`src/rtl/calibration_pattern_tx.sv`:
```
// Streams one frame of calibration colours: each LED shows the selected bit of its own index.
// Optional feature: define CALIB_TX_INVERT_EN to add invert_in, which swaps COLOR_0/COLOR_1 per frame.
module calibration_pattern_tx #(
    parameter int          NUM_LEDS          = 50,
    parameter int          LED_ADDRESS_WIDTH = 10,
    parameter logic [23:0] COLOR_0           = 24'h00_00_FF,
    parameter logic [23:0] COLOR_1           = 24'hFF_00_00,
    parameter logic [23:0] COLOR_OFF         = 24'h00_00_00,
    parameter int          LATCH_CYCLES      = 20000,
    localparam int         BIT_W             = $clog2(LED_ADDRESS_WIDTH) + 1,
    localparam int         CNT_W             = $clog2(LATCH_CYCLES + 1)
) (
    input  logic                         clk_pixel,
    input  logic                         rst_n,
    input  logic                         start_in,
    input  logic [BIT_W-1:0]             bit_index_in,
`ifdef CALIB_TX_INVERT_EN
    input  logic                         invert_in,
`endif
    output logic [23:0]                  color_out,
    output logic                         color_valid_out,
    input  logic                         color_ready_in,
    output logic                         last_out,
    output logic [LED_ADDRESS_WIDTH-1:0] led_index_out,
    output logic                         busy_out,
    output logic                         done_out,
    output logic [1:0]                   state_out
);

    localparam logic [1:0] IDLE   = 2'd0;
    localparam logic [1:0] STREAM = 2'd1;
    localparam logic [1:0] LATCH  = 2'd2;
    localparam logic [1:0] DONE   = 2'd3;

    logic [1:0]                   state;
    logic [LED_ADDRESS_WIDTH-1:0] led_index;
    logic [BIT_W-1:0]             bit_sel;
    logic                         invert_q;
    logic                         invert_sample;
    logic [CNT_W-1:0]             latch_cnt;
    logic                         start_q;
    logic                         start_seen_low;
    logic                         start_edge;
    logic                         is_last;
    logic                         xfer;
    logic                         led_bit;

`ifdef CALIB_TX_INVERT_EN
    assign invert_sample = invert_in;
`else
    assign invert_sample = 1'b0;
`endif

    // A level already high when reset releases must fall before it can count as an edge.
    assign start_edge = start_in && !start_q && start_seen_low;
    assign is_last    = (led_index == LED_ADDRESS_WIDTH'(NUM_LEDS - 1));
    // Stream handshake: a beat moves on a rising clk_pixel edge where color_valid_out and
    // color_ready_in are both 1; while valid waits on ready, colour/index/last hold still.
    assign xfer       = (state == STREAM) && color_ready_in;
    assign led_bit    = |(led_index & (LED_ADDRESS_WIDTH'(1) << bit_sel));

    always_ff @(posedge clk_pixel) begin
        if (!rst_n) begin
            state          <= IDLE;
            led_index      <= '0;
            bit_sel        <= '0;
            invert_q       <= 1'b0;
            latch_cnt      <= '0;
            start_q        <= 1'b0;
            start_seen_low <= 1'b0;
        end else begin
            start_q <= start_in;
            if (!start_in) start_seen_low <= 1'b1;
            case (state)
                IDLE: begin
                    if (start_edge) begin
                        bit_sel   <= bit_index_in;
                        invert_q  <= invert_sample;
                        led_index <= '0;
                        state     <= STREAM;
                    end
                end
                STREAM: begin
                    if (xfer) begin
                        if (is_last) begin
                            latch_cnt <= '0;
                            state     <= LATCH;
                        end else begin
                            led_index <= led_index + LED_ADDRESS_WIDTH'(1);
                        end
                    end
                end
                LATCH: begin
                    if (latch_cnt == CNT_W'(LATCH_CYCLES - 1)) state <= DONE;
                    else latch_cnt <= latch_cnt + CNT_W'(1);
                end
                default: state <= IDLE;
            endcase
        end
    end

    always_comb begin
        color_out = '0;
        if (state == STREAM) begin
            if (bit_sel >= BIT_W'(LED_ADDRESS_WIDTH)) color_out = COLOR_OFF;
            else if (led_bit ^ invert_q)              color_out = COLOR_1;
            else                                      color_out = COLOR_0;
        end
    end

    assign color_valid_out = (state == STREAM);
    assign last_out        = (state == STREAM) && is_last;
    assign led_index_out   = led_index;
    assign busy_out        = (state != IDLE);
    assign done_out        = (state == DONE);
    assign state_out       = state;

endmodule

```
`config.mk`:
```
export PLATFORM = sky130hd
export DESIGN_NAME = calibration_pattern_tx
export DESIGN_NICKNAME = d
export VERILOG_FILES = /design/src/rtl/calibration_pattern_tx.sv
export SDC_FILE = /design/constraint.sdc
export NUM_CORES = 1
export LEC_CHECK = 0
export ABC_AREA = 1
export BUFFER_PORTS_ARGS = -buffer_cell sky130_fd_sc_hd__buf_2
export CORE_MARGIN = 1.5
export CORE_UTILIZATION = 55
export CTS_CLUSTER_SIZE = 12
export DETAILED_ROUTE_END_ITERATION = 8
export PLACE_DENSITY = 0.8
export SLEW_MARGIN = 20
export SYNTH_ARGS = -nofsm -noshare
export SYNTH_HDL_FRONTEND = slang
export SYNTH_SLANG_ARGS = --single-unit
```
`constraint.sdc`:
```
create_clock -name clk_pixel -period 2.1 [get_ports clk_pixel]
set_input_delay 0.42 -clock clk_pixel [delete_from_list [all_inputs] [get_ports clk_pixel]]
set_output_delay 0.42 -clock clk_pixel [all_outputs]
set_load 0.02 [all_outputs]
```
=== Yosys cells after proc, flatten, opt, wreduce, memory -nomap -nowiden ===
Index checks and enable logic that the tools add are counted.

* Flip-flop bits (word level): 34
* Bits in latches: 0
* Bits in writable memories: 0
* ROM bits: 0
* Input bits: 9
* Output and inout bits: 40
* Word-level logic and storage cells: 52
* Memories kept: 0

* $add $sub $neg: 2
* $mul: 0
* Divide/modulo/power cells: 0
* $lt $le $gt $ge: 1
* Equal/unequal tests: 11
* Shift operators: 1
* Multiplexer cells: 16
* Bitwise logic cells: 1
* Reductions and logical operators: 14

{| class="wikitable"
|+ Operator list
! kind !! count
|-
| 24-bit two-way mux || 3
|-
| 15-bit two-way mux || 3
|-
| 10-bit two-way mux || 3
|-
| 15-bit one-hot mux with 2 select lines || 1
|-
| 10-bit one-hot mux with 2 select lines || 1
|-
| 15-bit by 1-bit adder with 15-bit output (second input constant) || 1
|-
| 15-bit equality test (second input constant) || 1
|-
| 4-bit AND reduction || 3
|-
| 10-bit by 1-bit adder with 10-bit output (second input constant) || 1
|-
| 10-bit bitwise AND || 1
|-
| 10-bit by 6-bit equality test with 1-bit output (second input constant) || 1
|-
| 10-bit OR reduction || 1
|-
| 1-bit by 5-bit << shifter with 10-bit output (first input constant) || 1
|-
| 2-bit two-way mux || 4
|-
| 2-bit != test (second input constant) || 4
|-
| 2-bit one-hot mux with 3 select lines || 1
|-
| 2-bit nonzero test || 3
|-
| 5-bit by 4-bit greater-or-equal comparator with 1-bit output (second input constant) || 1
|-
| 2-bit equality test (second input constant) || 2
|-
| 1-bit logical AND || 4
|-
| 2-bit by 1-bit != test with 1-bit output (second input constant) || 2
|-
| 2-bit by 1-bit equality test with 1-bit output (second input constant) || 1
|-
| 2-bit logical NOT || 1
|-
| 2-bit AND reduction || 1
|-
| 1-bit logical NOT || 1
|}

=== Longest topological paths before layout ===
Gate-level depths: netlist of the first run.

* Word-level depth: 6
* Mapped depth: 12
* Gate-level depth less buffers: 12

=== Least setup slack after synthesis of the first run ===
Ideal clock, no wire load.

* Path kind: reg2out
* From: reg state[0] (netlist: state_out[0])
* To: out color_out[1]
* Arrival: 1.890 ns
* Data required time: 1.680 ns
* Path slack: -0.210 ns
* Stages on the path, launching flop included: 5
* Buffers on the path: 1
* Cells stage by stage: dfxtp_1 ha_1 nand3_1 a21oi_1 buf_4

* Longest elaborated chain between the ends: 2

{| class="wikitable"
|+ RTL lines
! element !! line !! source
|-
| start, declared || 35 || <nowiki>logic [1:0] state;</nowiki>
|-
| start signal, assigned || 64 || <nowiki>state <= IDLE;</nowiki>
|-
| start signal, assigned || 80 || <nowiki>state <= STREAM;</nowiki>
|-
| start signal, assigned || 87 || <nowiki>state <= LATCH;</nowiki>
|-
| 2-bit by 1-bit equality test with 1-bit output || n/a ||
|-
| via color_valid_out || 21 || <nowiki>output logic color_valid_out,</nowiki>
|-
| 24-bit two-way mux || 104 || <nowiki>if (state == STREAM) begin</nowiki>
|-
| end, declared || 20 || <nowiki>output logic [23:0] color_out,</nowiki>
|}

The timed path passes the listed nets, and every way through them passes these cells.

=== Final worst setup path of the first run ===
* From: reg bit_sel[1]
* To: out color_out[7]

* Longest elaborated chain between the ends: 6
* Elaborated cells between the ends (all ways): 7
* Those cells by class: 1 x order compare; 1 x shift; 3 x mux; 1 x bitwise; 1 x reduce/logical

{| class="wikitable"
|+ RTL lines
! element !! line !! source
|-
| start, declared || 37 || <nowiki>logic [BIT_W-1:0] bit_sel;</nowiki>
|-
| start signal, assigned || 77 || <nowiki>bit_sel <= bit_index_in;</nowiki>
|-
| 1-bit by 5-bit << shifter with 10-bit output || 60 || <nowiki>assign led_bit = |(led_index & (LED_ADDRESS_WIDTH'(1) << bit_sel));</nowiki>
|-
| 10-bit bitwise AND || 60 ||
|-
| 10-bit OR reduction || 60 ||
|-
| 24-bit two-way mux || 106 || <nowiki>else if (led_bit ^ invert_q) color_out = COLOR_1;</nowiki>
|-
| 24-bit two-way mux (*) || 105 || <nowiki>if (bit_sel >= BIT_W'(LED_ADDRESS_WIDTH)) color_out = COLOR_OFF;</nowiki>
|-
| 24-bit two-way mux (*) || 104 ||
|}

Mark *: on every way between the ends. The rest lies on a longest branch, timed or not.

==> results of run 1 <==
report_power, final:
group | leakage (µW) | internal (µW) | switching (µW)
clock network | 0.0000482 | 265 | 254
registers | 0.000279 | 711 | 52.6
logic | 0.00100 | 513 | 824
total | 0.00133 | 1490 | 1130
kinds of logic (layout without fill, tap and decap cells):
family / count (synthesis) / count (layout)
and+or+nand+nor: 213 / 213
buffers and inverters: 80 / 113
AOI/OAI and AO/OA: 50 / 50
DFF: 34 / 34
adders and majority gates: 7 / 7
xor gates and xnor gates: 3 / 3
other: 1 / 8
layer usage:
layer,GRT usage,part of all wire,vias up
met5,0,0,-
met4,0.0809,0.027,0
met3,0.0584,0.075,17
met2,0.450,0.51,135
met1,0.300,0.39,1203
li1,-,-,1264
path summary, 6_finish.rpt:
path                       to  slack, ps
min reg2reg    start_seen_low        510
min            start_seen_low        360
max              color_out[7]       -140
max reg2reg  led_index_out[9]         80
stage by stage:
stage	TNS (ps)	total power, µW	util	instance area, µm²
3_3_place_gp	0	1750	0.618	2530
2_1_floorplan	0	1620	-	2420
5_1_grt	-3150	2780	0.720	2940
3_5_place_dp	0	1780	0.618	2530
4_1_cts	0	2350	0.664	2720
6_report	-1870	2620	0.720	2940
critical path, cell delays in order, from the launching register on:
cell     delay [ps]
dfxtp_4         370
inv_4            50
nand2_4         100
nor2_4           50
nand2_2          50
nand2_1          50
inv_1            60
nand4_1         130
buf_4           190
a21oi_4         160
buf_12          160
buf_8           130
state kept, by name, indices dropped and copies added, names as in the netlist:
register,flops
bit_sel,5
state_out,2
latch_cnt,15
led_index_out,10
start_seen_low,1
start_q,1
cell type report:
cell class                      count  area share
Sequential cell                    34       0.235
Clock inverter                      1     0.00170
Timing Repair Buffer               52       0.164
Inverter                           53      0.0685
Clock buffer                        7      0.0294
Multi-Input combinational cell    281       0.480
Tap cell                           50      0.0213
what timing repair did:
item | 4_1_cts | 5_1_grt
buffers inserted | 2 | 6
resized for setup | 24 | 54
setup endpoints to repair | 16 | 19
pin swaps | 4 | 9
synth_stat cells:
library cell and number:
nand2_1 107, nor2_1 60, inv_1 50, dfxtp_1 34
nand3_1 24, buf_4 22, a21oi_1 20, o21ai_0 17
ha_1 7, a21oi_2 6, nand4_1 6, clkbuf_1 4
nand2_2 4, inv_2 3, nand2_4 2, nor2_2 2
nor3_1 2, o22ai_1 2, xor2_1 2, a31o_2 1
and2_1 1, buf_6 1, conb_1 1, nand3_2 1
nand3b_1 1, nor3_2 1, nor3b_1 1, o2111ai_1 1
o211ai_1 1, o21a_1 1, o21bai_4 1, or2_2 1
xnor2_1 1
==> flow_summary.yaml, run 1 <==
hold_path:
  min_path_cells: 2
  min_from: "start_in"
  hold_path.class: "input pin to flop"
critical_path:
  criticalPathCategory: "flop to primary output"
  worstSetupStartpointType: "flop"
  r2r_start: "state_out[1]"
  crit_arrival_ps: 1820
  end_kind: "primary output"
  reg2regPathDepth: 11
  crit_start: "bit_sel[1]"
  cp_max_fo: 8
  cp.required_ps: 1680
synthesis:
  synth_cells: 388
  avgSynthCellArea_um2: 6.17
  synth_top_family_by_area: "simple AND/OR/NAND/NOR gates"
  yosys.area.top_type: "dfxtp_1"
  yosysSeqAreaShare: 0.285
  synth_cell_types: 33
  synth_top_area_frac: 0.285
  yosys_register_bits: 34
  netlist_area_um2: 2390
  synthAdderAreaFrac: 0.0366
  synth_simple_gate_area_share: 0.377
  yosysWarnings: 0
  synthXorXnorAreaFrac: 0.0110
  synthTopCellsByArea: "dfxtp_1 (28%), nand2_1 (17%), nor2_1 (9.4%)"
  synth.area.mux_share: 0
  synth-compound-area-share: 0.126
power_and_ir_drop:
  power.leakage_uw: 0.00133
  powerDensity_nw_per_um2: 891
  ir_drop_v: 0.000530
route:
  drt-total-wl_um: 6780
  drt.antenna.violating_nets: 0
  drc: 0
  drt_iter0_markers: 372
  vias: 2619
  wl_per_cell_um: 14.2
  dr.pass1.iters: 6
  via_per_inst: 5.48
clock_tree:
  htree_levels: 2
  cts_buffers: 5
  hold_buffers: 0
  clockBufferDepth: 2
  cts_root_buf: "clkbuf_8"
  clock_sinks: 34
  cts_tree: "built"
  clock_latency_ps: 300
  clk_pin_slew_ps: 70
place:
  port_buffers: 40
  pre_cts_ws_ps: 187
  place_inst: 462
  gp_congestion: 0.883
  dp_hpwl_um: 4080
timing:
  period_share: 1.06
  finalHoldViolCount: 0
  drv_slew: 0
  fin_crit_ps: 2240
  fmax_ghz: 0.447
  finalWorstSetupSlack_ps: -136
  rsz0062_at_grt: "yes"
  hold_slack_ps: 359
  setup_viol: 16
  finalClockSkew_ps: 7.25
cells_and_area:
  drive_gt1_frac: 0.236
  antenna_cells: 0
  multi_input_area_um2: 1410
  final_nets: 443
  finalNonFillerCells: 478
  final_cell_mix: "nand2_1 (103), nor2_1 (56), inv_1 (45)"
  num-fill-cells: 341
  area_delta_synth_final_pct: 22.9
  final_common_cell: "nand2_1"
  seq_area_um2: 692
global_routing:
  antenna_found_initial: 0
  grt_pass1_wl_um: 8960
  first_global_vias: 2044
  grt_max_degree: 22
  gr-total-overflow: 0
  grtUsageTotal: 0.253
floorplanning:
  dieArea_um2: 4750
  ios: 49
  die_h_um: 69.0
  die_width_um: 69.0
  rows: 23
  design.core.area_um2: 4090
  start_util: 0.585
outcome:
  violations: "setup timing"
  status: "finished with violations"
flow_run:
  cap_viol_max_count: 0
(Power assumes the default switching activity.)
==> run 2: changes to the inputs <==
--- a/config.mk
+++ b/config.mk
@@ -9,6 +9,7 @@
 export BUFFER_PORTS_ARGS = -buffer_cell sky130_fd_sc_hd__buf_2
 export CORE_MARGIN = 1.5
 export CORE_UTILIZATION = 55
+export CTS_BUF_LIST = sky130_fd_sc_hd__clkbuf_16
 export CTS_CLUSTER_SIZE = 12
 export DETAILED_ROUTE_END_ITERATION = 8
 export PLACE_DENSITY = 0.8
==> constraint.sdc (replaced) <==
create_clock -name clk_pixel -period 2.1 [get_ports clk_pixel]
set_input_delay 0.42 -clock clk_pixel [delete_from_list [all_inputs] [get_ports clk_pixel]]
set_output_delay 0.42 -clock clk_pixel [all_outputs]
set_load 0.01 [all_outputs]
==> run 2 against run 1 <==
Compared with the run above: hold slack better by 5.5 ps; register-to-register slack improved by 100 ps; count of clock-buffer cells in the layout fell by 2; global-route usage fell by 0.38 points; critical path depth shrank 4; sequential power rose by 0.9%; the flow now finishes without violations; sequential cell count did not move; final area is 7.1% lower; largest cell class unchanged; critical path type unchanged; die area did not move.
==> flow_summary.yaml, run 2 (synthesis gave the netlist of run 1 again) <==
outcome:
  status: "complete, no violations"
timing:
  fin_crit_ps: 2020
  slew_headroom: 0.665
  finalClockSkew_ps: 4.26
  period_share: 0.964
  finalHoldViolCount: 0
  worstMarginPinSlew_ps: 502
  fmax_ghz: 0.494
  drv_slew: 0
  setup_viol: 0
  rsz0062_at_grt: "yes"
cells_and_area:
  area_delta_synth_final_pct: 14.1
  finalNonFillerCells: 470
  final_cell_mix: "nand2_1 (105), nor2_1 (57), inv_1 (46)"
  largest_reg_flops: 15
  final_nets: 436
  final_common_cell: "nand2_1"
  num-fill-cells: 387
  drive_gt1_frac: 0.210
  antenna_cells: 0
  regMostFlops: "latch_cnt"
critical_path:
  r2r_start: "state_out[1]"
  crit_start: "led_index_out[7]"
  worstSetupStartpointType: "flop"
  end_kind: "primary output"
  crit_arrival_ps: 1600
  cp_max_fo: 8
  cp.required_ps: 1680
  r2r_setup_slack_ps: 180
  criticalPathCategory: "flop to primary output"
clock_tree:
  cts_root_buf: "clkbuf_16"
  clk_pin_slew_ps: 50
  clock_sinks: 34
  cts_buffers: 5
  hold_buffers: 0
  clock_latency_ps: 280
  cts_tree: "built"
  post-cts-setup-buffers: 0
  clockBufferDepth: 2
  htree_levels: 2
global_routing:
  first_global_vias: 2034
  grtUsageTotal: 0.249
  antenna_found_initial: 0
  grt_pass1_wl_um: 8960
  grt_max_degree: 19
  gr-total-overflow: 0
hold_path:
  hold_path.class: "input pin to flop"
  min_from: "start_in"
flow_run:
  cap_viol_max_count: 0
place:
  place_inst: 463
  gp_congestion: 0.888
  port_buffers: 40
  dp_hpwl_um: 4120
route:
  drt-total-wl_um: 5590
  drt.antenna.violating_nets: 0
  dr.pass1.iters: 5
  drt_iter0_markers: 125
  vias: 2396
  wl_per_cell_um: 11.9
  drc: 0
  via_per_inst: 5.10
floorplanning:
  die_h_um: 69.0
  rows: 23
  dieArea_um2: 4750
  design.core.area_um2: 4090
  die_width_um: 69.0
  start_util: 0.585
  ios: 49
power_and_ir_drop:
  ir_drop_v: 0.000656
  power_uw: 2550
  powerDensity_nw_per_um2: 935
  power.leakage_uw: 0.00128
[run 2: through the flow]
step           hold slack, ps  TNS [ps]   util  area (µm²)  setup slack [ps]
2_1_floorplan             440         0      -        2420               123
3_3_place_gp              453         0  0.618        2530              94.3
3_5_place_dp              465         0  0.618        2530               113
4_1_cts                   360         0  0.660        2700              28.8
5_1_grt                   381      -595  0.668        2730             -65.3
6_report                  364         0  0.668        2730              76.5
[run 2: timing repair]
action | 4_1_cts | 5_1_grt
resized for setup | 3 | 16
gates cloned | 0 | 0
pin swaps | 0 | 1
endpoints found under the setup margin | 16 | 23
[run 2: report_power, final]
group	switching (µW)	total, µW	internal, µW
combinational	646	967	321
clock	266	814	548
sequential	56.8	771	714
total	969	2550	1580
[run 2: worst max-delay path, stage by stage (launching register included)]
cell and delay (ps):
dfxtp_1 460, nand2_1 110, nand3_1 100, nand3_1 100, nand4_1 140, nand2_2 80, nor2_4 170, buf_2 160
[run 2: cell type report]
type / count / area, µm² / share of cell area
timing repair buffer: 45 / 244 / 0.0894
tap: 50 / 62.6 / 0.0229
clock inverter: 2 / 33.8 / 0.0124
multi-input combinational: 281 / 1380 / 0.505
sequential: 34 / 686 / 0.251
clock buffer: 5 / 125 / 0.0458
inverter: 53 / 201 / 0.0738
[run 2: worst paths after layout]
check | endpoint | cells after the start
worst max-delay path | color_out[17] | 7
worst min-delay path | start_seen_low | 2
worst max register to register | led_index_out[3] | 11
worst min register to register | start_seen_low | 2
[run 2: metal layers]
| layer | vias to the layer above | share of wire | GRT usage |
|---|---|---|---|
| met5 | - | 0 | 0 |
| met3 | 11 | 0.055 | 0.0584 |
| li1 | 1253 | - | - |
| met1 | 1066 | 0.46 | 0.329 |
| met4 | 0 | 0.015 | 0.0931 |
| met2 | 66 | 0.46 | 0.395 |
==> run 3: changes to the inputs <==
--- a/config.mk
+++ b/config.mk
@@ -5,7 +5,6 @@
 export SDC_FILE = /design/constraint.sdc
 export NUM_CORES = 1
 export LEC_CHECK = 0
-export ABC_AREA = 1
 export BUFFER_PORTS_ARGS = -buffer_cell sky130_fd_sc_hd__buf_2
 export CORE_MARGIN = 1.5
 export CORE_UTILIZATION = 55
==> run 3 against run 2 <==
Compared with the run above: the flow now finishes with violations (setup timing); synthesized cell count is 30% lower; worst setup slack lost 390 ps; fmax is 16% lower; sequential cell count unchanged; final cell count is 22% lower; total power rose by 1.0%; die area is 0.61% higher; count of clock-buffer cells in the layout is the same; routed wire length rose by 12%; combinational power shrank 5.0%; via count decreased by 0.63%; critical endpoint is now color_out[7]; largest cell class unchanged.
==> flow_summary.yaml, run 3 <==
clock_tree:
  clock_sinks: 34
  clk_pin_slew_ps: 50
  htree_levels: 2
  cts_root_buf: "clkbuf_16"
  clock_latency_ps: 280
  cts_tree: "built"
  clockBufferDepth: 2
  cts_buffers: 5
critical_path:
  criticalPathCategory: "flop to primary output"
  crit_arrival_ps: 1990
  cp_slowest_cell: "mux4_2"
  max_stage_delay_ps: 490
  path_buf_inv: 1
  crit_family: "multiplexers"
  cp_cell_sequence: "mux4_2, mux2_4, o21a_4, nor3_4, buf_2"
  cp_max_fo: 8
  cp.required_ps: 1680
  worstSetupStartpointType: "flop"
  end_kind: "primary output"
power_and_ir_drop:
  switching_share: 0.329
  power_uw: 2580
  power_frac_seq: 0.274
  powerDensity_nw_per_um2: 892
  clock_power_share: 0.370
  ir_drop_v: 0.000813
  power.leakage_uw: 0.00121
  intPower_uw: 1730
  power_switching_uw: 849
  p_comb_frac: 0.356
floorplanning:
  dieArea_um2: 4780
  start_util: 0.585
  ios: 49
  rows: 23
  die_width_um: 69.2
  die_h_um: 69.2
  design.core.area_um2: 4120
route:
  dr.pass1.iters: 6
  drt.antenna.violating_nets: 0
  drt_iter0_markers: 320
  wl_per_cell_um: 17.1
  drt-total-wl_um: 6270
  drc: 0
  via_per_inst: 6.49
  vias: 2381
global_routing:
  first_global_vias: 2127
  grt_pass1_wl_um: 10400
  grt_max_degree: 28
  gr-total-overflow: 0
  grtUsageTotal: 0.264
  antenna_found_initial: 0
cells_and_area:
  final_cell_mix: "buf_2 (39), buf_4 (29), dfxtp_1 (28)"
  final_nets: 332
  final_common_cell: "buf_2"
  largest_reg_flops: 15
  num-fill-cells: 307
  regMostFlops: "latch_cnt"
  area_delta_synth_final_pct: 20.1
  antenna_cells: 0
  finalNonFillerCells: 367
  drive_gt1_frac: 0.344
timing:
  period_share: 1.15
  rsz0062_at_grt: "yes"
  drv_slew: 0
  finalHoldViolCount: 0
  tns_ps: -4690
  setup_viol: 17
  fin_crit_ps: 2410
  finalClockSkew_ps: 6.20
  fmax_ghz: 0.414
  finalWorstSetupSlack_ps: -314
synthesis:
  yosysMostFrequentCell: "dfxtp_1"
  avgSynthCellArea_um2: 8.82
  synth_cells: 273
  synthArstFlopShare: 0
  yosys_register_bits: 34
  yosysSeqAreaShare: 0.283
  synthTopCellsByArea: "dfxtp_1 (28%), buf_4 (6.9%), mux2i_1 (3.7%)"
  yosys.area.top_type: "dfxtp_1"
  yosysWarnings: 0
  synth_edf_count: 0
  netlist_area_um2: 2410
  synth_top_area_frac: 0.283
  ys.flop_type: "dfxtp_1"
  synth_common_cells: "dfxtp_1 (34), buf_4 (22), nand2_1 (20)"
  synth_cell_types: 64
flow_run:
  cap_viol_max_count: 0
place:
  port_buffers: 40
  dp_hpwl_um: 4150
  place_inst: 352
  gp_congestion: 0.859
outcome:
  status: "finished with violations"
  violations: "setup timing"
hold_path:
  hold_path.class: "input pin to flop"
==> run 3: cell types whose count changed in the layout (fill, tap and decap cells not counted), sizes merged, moves of 6 or more <==
cell and delta:
nor3 +6, o21ai -8, mux2i +9, nor4 +6, nand3 -11, nor2 -53
inv -43, a21oi -20, buf +26, nand2 -93
==> run 3: power by group through the flow <==
stage	registers, µW	logic [µW]	clock network [µW]
3_5_place_dp	714	886	0
2_1_floorplan	717	688	0
4_1_cts	701	898	962
5_1_grt	708	1000	1000
6_report	705	919	954
3_3_place_gp	711	876	0
==> run 3: final timing paths <==
kind | to | slack (ps) | depth (start not counted) | startpoint
setup / recovery | color_out[7] | -310 | 5 | bit_sel[0]
hold / removal | start_seen_low | 370 | 2 | start_in
setup reg to reg | latch_cnt[14] | 110 | 7 | state_out[0]
hold reg to reg | start_seen_low | 490 | 2 | start_seen_low
==> run 3: cell families (layout without fill, tap and decap cells) <==
kind of cell,Yosys count,count (layout),share of synthesized area
AOI/OAI and AO/OA,66,66,0.233
adders and majority gates,7,7,0.0364
buffers and inverters,53,90,0.136
DFF,34,34,0.283
muxes,12,12,0.0624
other,1,8,0.00156
and+or+nand+nor,100,100,0.248
==> run 3: repair_timing <==
| action | 4_1_cts | 5_1_grt |
|---|---|---|
| gates resized for setup | 5 | 5 |
| setup buffers | 4 | 4 |
| endpoints found under the setup margin | 17 | 21 |
| pin swaps | 2 | 2 |
| hold buffers | 0 | 0 |
| cloned | 0 | 0 |
==> run 3: cell type report <==
class	count	area (µm²)	area share
clock buffer	5	125	0.0433
clock inverter	3	63.8	0.0221
inverter	11	46.3	0.0160
timing repair buffer	71	447	0.154
tap	50	62.6	0.0216
multi-input combinational	193	1460	0.505
sequential	34	688	0.238
==> run 3: layer usage <==
layer	track usage	wire, µm
met1	0.370	2670
met2	0.412	2970
met3	0.0556	533
met4	0.0719	101
met5	0	0
==> run 3: metrics by stage <==
stage	hold slack (ps)	cell area [µm²]	setup WS, ps	util
floorplan	421	2460	-133	-
CTS	372	2850	-335	0.693
global placement	428	2610	3.35	0.635
detailed placement	460	2610	-35.2	0.635
finish	368	2890	-314	0.703
global route	391	2890	-409	0.703
